**config.mk**
```make
export PLATFORM = sky130hd
export DESIGN_NAME = div_sub_shift
export DESIGN_NICKNAME = d
export VERILOG_FILES = /design/src/rtl/div_sub_shift.sv
export SDC_FILE = /design/constraint.sdc
export NUM_CORES = 1
export LEC_CHECK = 0
export CORE_ASPECT_RATIO = 0.9
export CORE_UTILIZATION = 45
export CTS_CLUSTER_SIZE = 40
export DETAILED_ROUTE_END_ITERATION = 8
export GPL_ROUTABILITY_DRIVEN = 0
export PLACE_DENSITY = 0.69
export SYNTH_ARGS = -nofsm -noshare
export SYNTH_HDL_FRONTEND = slang
export SYNTH_SLANG_ARGS = --single-unit
```
**constraint.sdc**
```tcl
create_clock -name i_clk -period 2.9 [get_ports i_clk]
set_clock_uncertainty 0.1 [all_clocks]
set_input_delay 0.29 -clock i_clk [delete_from_list [all_inputs] [get_ports i_clk]]
set_output_delay 0.29 -clock i_clk [all_outputs]
set_load 0.02 [all_outputs]
```
**src/rtl/div_sub_shift.sv**
```systemverilog
// Sequential restoring (shift-subtract) unsigned divider: quotient and remainder after 2N cycles.
// Optional macro DIV_ZERO_DETECT_EN: a zero divisor finishes at once with o_dz set.
module div_sub_shift #(
  parameter int N = 8
) (
  input  logic         i_clk,
  input  logic         i_rst_n,
  input  logic         i_st,
  input  logic [N-1:0] i_dividend,
  input  logic [N-1:0] i_divisor,
  output logic [N-1:0] o_quotient,
  output logic [N-1:0] o_remainder,
  output logic         o_idle,
  output logic         o_done,
  output logic         o_dz
);

  localparam int CW = $clog2(N);

  localparam logic [1:0] S_IDLE = 2'd0;
  localparam logic [1:0] S_SH   = 2'd1;
  localparam logic [1:0] S_SUB  = 2'd2;
  localparam logic [1:0] S_DONE = 2'd3;

  logic [1:0]    r_state;
  logic [N:0]    r_rem;
  logic [N-1:0]  r_q;
  logic [N-1:0]  r_d;
  logic [CW-1:0] r_cnt;
  logic [N-1:0]  r_quot;
  logic [N-1:0]  r_rem_out;
`ifdef DIV_ZERO_DETECT_EN
  logic          r_dz;
`endif

  logic          w_ge;
  logic [N:0]    w_rem_sub;
  logic [N-1:0]  w_q_sub;
  logic          w_last;

  // The compare is N+1 bits wide: after a shift R can exceed any N-bit divisor.
  assign w_ge      = (r_rem >= {1'b0, r_d});
  assign w_rem_sub = w_ge ? (r_rem - {1'b0, r_d}) : r_rem;
  assign w_q_sub   = {r_q[N-1:1], r_q[0] | w_ge};
  assign w_last    = (r_cnt == CW'(N - 1));

  always_ff @(posedge i_clk or negedge i_rst_n) begin
    if (!i_rst_n) begin
      r_state   <= S_IDLE;
      r_rem     <= '0;
      r_q       <= '0;
      r_d       <= '0;
      r_cnt     <= '0;
      r_quot    <= '0;
      r_rem_out <= '0;
`ifdef DIV_ZERO_DETECT_EN
      r_dz      <= 1'b0;
`endif
    end else begin
      case (r_state)
        S_IDLE: begin
          if (i_st) begin
            r_rem   <= '0;
            r_q     <= i_dividend;
            r_d     <= i_divisor;
            r_cnt   <= '0;
            r_state <= S_SH;
`ifdef DIV_ZERO_DETECT_EN
            r_dz    <= 1'b0;
            if (i_divisor == '0) begin
              r_quot    <= '1;
              r_rem_out <= i_dividend;
              r_dz      <= 1'b1;
              r_state   <= S_DONE;
            end
`endif
          end
        end
        S_SH: begin
          {r_rem, r_q} <= {r_rem[N-1:0], r_q, 1'b0};
          r_state      <= S_SUB;
        end
        S_SUB: begin
          r_rem <= w_rem_sub;
          r_q   <= w_q_sub;
          if (w_last) begin
            r_quot    <= w_q_sub;
            r_rem_out <= w_rem_sub[N-1:0];
            r_state   <= S_DONE;
          end else begin
            r_cnt   <= r_cnt + 1'b1;
            r_state <= S_SH;
          end
        end
        S_DONE:  r_state <= S_IDLE;
        default: r_state <= S_IDLE;
      endcase
    end
  end

  assign o_quotient  = r_quot;
  assign o_remainder = r_rem_out;
  assign o_idle      = (r_state == S_IDLE);
  assign o_done      = (r_state == S_DONE);
`ifdef DIV_ZERO_DETECT_EN
  assign o_dz        = r_dz;
`else
  assign o_dz        = 1'b0;
`endif

endmodule

```
==> results.tsv <==
stage	metric	value	unit
status	status	finished, violations left	
status	violated_checks	design-rule violations	
die	floorplan.initialDensity	47.6	%
drt	vias_per_cell	5.45	
clock_tree	hold_buf_cts	0	
drt	avgRoutedWirePerCell	14.2	um
placed_design	hpwl_detailed	4130	um
yosys	yosys.cell_types.count	58	
drt	dr_total_vias	2142	
clock_tree	longest_clk_path_bufs	2	
critical_path	timing.critical_path.fanout_max	12	
sta	final.setup.tns	0	ps
die	placement_rows	26	
pwr	seqPwrFrac	31.0	%
sta	max_slew_margin	32.5	%
final_layout	most_common_library_cell_in_the_layout_ignoring_fill_and_taps	dfrtp_1	
clock_tree	number_of_levels_in_the_clock_h_tree	2	
pwr	p_sw_share	44.0	%
critical_path	critical_path.max_stage_delay	570	ps
global_routing	grt_most_used_layer	met1	
critical_path	end_kind	register	
sta	total_count_of_max_transition_violations_in_the_final_report	0	
final_layout	share_of_post_route_cells_with_drive_strength_above_1	11.5	%
clock_tree	clock_sink_count	46	
clock_tree	cts.root.buffer_cell	clkbuf_8	
clock_tree	post-cts-setup-buffers	0	
pwr	power_leakage	1.38	nW
final_layout	area_growth_syn_to_layout	17.3	%
global_routing	grt_start_max_net_pins	47	
sta	worstMarginPinSlew	1010	ps
sta	hold_slack	42.6	ps
critical_path	worstPathCellList	ha_1 > nor2b_1 > o211a_1 > o31ai_4 > a31oi_4 > o221ai_1	
final_layout	layout_common_cells	dfrtp_1, nand2_1, clkdlybuf4s50_1, nor2_1, inv_1	
critical_path	critical_path_arrival	2560	ps
pwr	power.combinational.fraction	56.5	%
critical_path	worst_ep_required	3010	ps
drt	postRouteAntennaNets	0	
pwr	clock_power_share	12.5	%
yosys	syn-num-nets	326	
pwr	total_switching_power	1.55	mW
yosys	gate_count_of_the_mapped_netlist	292	
clock_tree	ctsResizeCount	0	
yosys	yosys.area_share.simple	17.4	%
critical_path	critical_path_buf_inv_count	0	
yosys	largest_family_of_logic_cells_by_synthesized_area	compound AO/OA/AOI/OAI gates	
die	floorplan.die.width	84.5	um
yosys	synthesis.yosys.warnings	0	
die	ioPinCount	38	
placed_design	port-buffer-count	36	
pwr	p_per_area	1090	nW/um^2
sta	grt_setup_unrepaired	false	
critical_path	timing.critical_path.max_delay_family	compound AO/OA/AOI/OAI gates	
die	die-height	76.3	um
drt	initialDrtViolationCount	159	
pwr	power.ir.vdd_worst	509	uV
sta	report.final.setup_viol	0	
pwr	internal_power	1.97	mW
sta	hold_viol_final	0	
clock_tree	cts_made_buffers	5	
critical_path	worst_r2r_path_depth	6	
worst_hold_path	timing.hold.worst.class	in2async	
clock_tree	clk-insertion-delay-late	300	ps
critical_path	timing.critical_path.from_type	register	
critical_path	timing.setup.critical_path_class	reg2reg	
global_routing	global_route.overflow_total	0	
yosys	syn-cell-area	2760	um^2
sta	fmaxAchievable	409	MHz
critical_path	worstSetupPathDepth	6	
yosys	yosys.area_share.adder	7.08	%
yosys	synthXorXnorAreaFrac	0.953	%
die	core_area	5790	um^2
global_routing	grt_total_usage	18.9	%
drt	drt_pass1_iterations	6	
yosys	synth.yosys.seq_area_share	41.7	%
global_routing	gr-usage-met2	27.4	%
global_routing	antenna_found_initial	0	
global_routing	grt_use_met3	3.68	%
final_layout	n_antenna_cell	0	
yosys	synth.ff_latch_count	46	
global_routing	grt_pass1_wl	9710	um
yosys	yosys-mux-area-fraction	4.08	%
global_routing	global_route_met1_usage	28.6	%
yosys	synth_area_per_cell	9.44	um^2
job	count_of_maximum_capacitance_violations	0	
die	design.die.area	6450	um^2
yosys	synth_compound_gate_area_share	22.6	%
drt	detail_route.drc_violations	4	
sta	period_needed	2440	ps
final_layout	number_of_nets_in_the_layout	356	
clock_tree	clkTransAtPathRegs	90	ps
critical_path	crit_path_top_delay_cell	o31ai_4	
global_routing	vias_in_the_first_global_route	1968	
clock_tree	cts_tree	built	
drt	postRouteWirelength	5570	um
sta	min_period_over_period	84.3	%
[metal layers]
metal | vias up | share of wire [%] | wire length, um
met5 | - | 0 | 0
met3 | 5 | 3.0 | 167
met4 | 0 | 0.95 | 53
met1 | 1002 | 53 | 2940
met2 | 31 | 43 | 2400
li1 | 1104 | - | -
[logic make-up (layout without fill, tap and decap cells)]
kind of cell,Yosys count,after routing
fa+ha+maj,15,15
buf+inv,36,67
flops,46,46
other cells,1,1
mux,10,10
compound gates,81,81
simple gates,100,100
xor+xnor,3,3
[power groups by stage]
stage	combinational (mW)	sequential, mW	clock (mW)
after global routing	2.21	1.13	0.475
after floorplan	1.41	1.17	0
after detailed placement	1.99	1.10	0
after CTS	1.99	1.09	0.448
final	1.99	1.09	0.438
after global placement	1.96	1.09	0
[layout make-up]
cell class,count,area (um^2)
clock buffer,7,96.3
clock inverter,1,8.76
fill,541,2560
inverter,21,78.8
multi-input combinational,210,1440
sequential,46,1150
tap,70,87.6
timing repair buffer,38,370
[synthesized netlist by cell type (all sizes together)]
| master | number | share of area, % |
|---|---|---|
| dfrtp | 46 | 42 |
| nand2 | 40 | 5.4 |
| nor2 | 23 | 3.4 |
| inv | 21 | 2.9 |
| a21oi | 18 | 3.4 |
| a31oi | 17 | 4.4 |
| ha | 14 | 6.4 |
| o21ai | 13 | 2.8 |
| nor2b | 11 | 2.5 |
| mux2 | 10 | 4.1 |
| nand3 | 9 | 1.8 |
| buf | 8 | 2.2 |
| o221ai | 8 | 2.8 |
| clkbuf | 7 | 0.95 |
| a22o | 5 | 1.6 |
| nand2b | 4 | 0.91 |
| nor3 | 3 | 0.54 |
| a211o | 2 | 0.68 |
| a211oi | 2 | 1.2 |
| a21o | 2 | 0.59 |
| a22oi | 2 | 0.73 |
| and3 | 2 | 0.45 |
| nand4 | 2 | 0.68 |
| nor3b | 2 | 0.54 |
| o211ai | 2 | 0.54 |
| o31a | 2 | 0.95 |
| xor2 | 2 | 0.64 |
| a221o | 1 | 0.36 |
| a31o | 1 | 0.32 |
| and2 | 1 | 0.23 |
| conb | 1 | 0.14 |
| fa | 1 | 0.73 |
| nand3b | 1 | 0.27 |
| o2111ai | 1 | 0.32 |
| o211a | 1 | 0.36 |
| o21a | 1 | 0.27 |
| o311ai | 1 | 0.32 |
| o31ai | 1 | 0.77 |
| o32ai | 1 | 0.32 |
| or3 | 1 | 0.23 |
| or4b | 1 | 0.36 |
| xnor2 | 1 | 0.32 |
[worst paths after layout]
path	slack, ps	start	to
max	460	r_rem[1]$_DFFE_PN0P_	r_rem[7]$_DFFE_PN0P_
min	40	i_rst_n	r_d[0]$_DFFE_PN0P_
max reg2reg	460	r_rem[1]$_DFFE_PN0P_	r_rem[7]$_DFFE_PN0P_
min reg2reg	380	o_quotient[6]$_DFFE_PN0P_	o_quotient[6]$_DFFE_PN0P_
max in group asynchronous	2020	i_rst_n	r_rem[8]$_DFFE_PN0P_
min in group i_clk	380	o_quotient[6]$_DFFE_PN0P_	o_quotient[6]$_DFFE_PN0P_
[through the flow]
stage                     util [%]  setup WS, ps  power (mW)  area (um^2)  cells
after floorplan                  -           831        2.58         2760    292
after global placement        54.0           562        3.05         3130    385
after detailed placement      54.0           474        3.09         3130    385
after CTS                     55.9           452        3.53         3230    393
after global routing          55.9           368        3.82         3230    393
final                         55.9           456        3.52         3230    393
[registers in the layout (all words and copies together) (netlist names)]
signal,cells
r_rem,9
o_quotient,8
r_q,8
r_state,2
o_remainder,8
r_d,8
r_cnt,3
(Power assumes the default switching activity.)
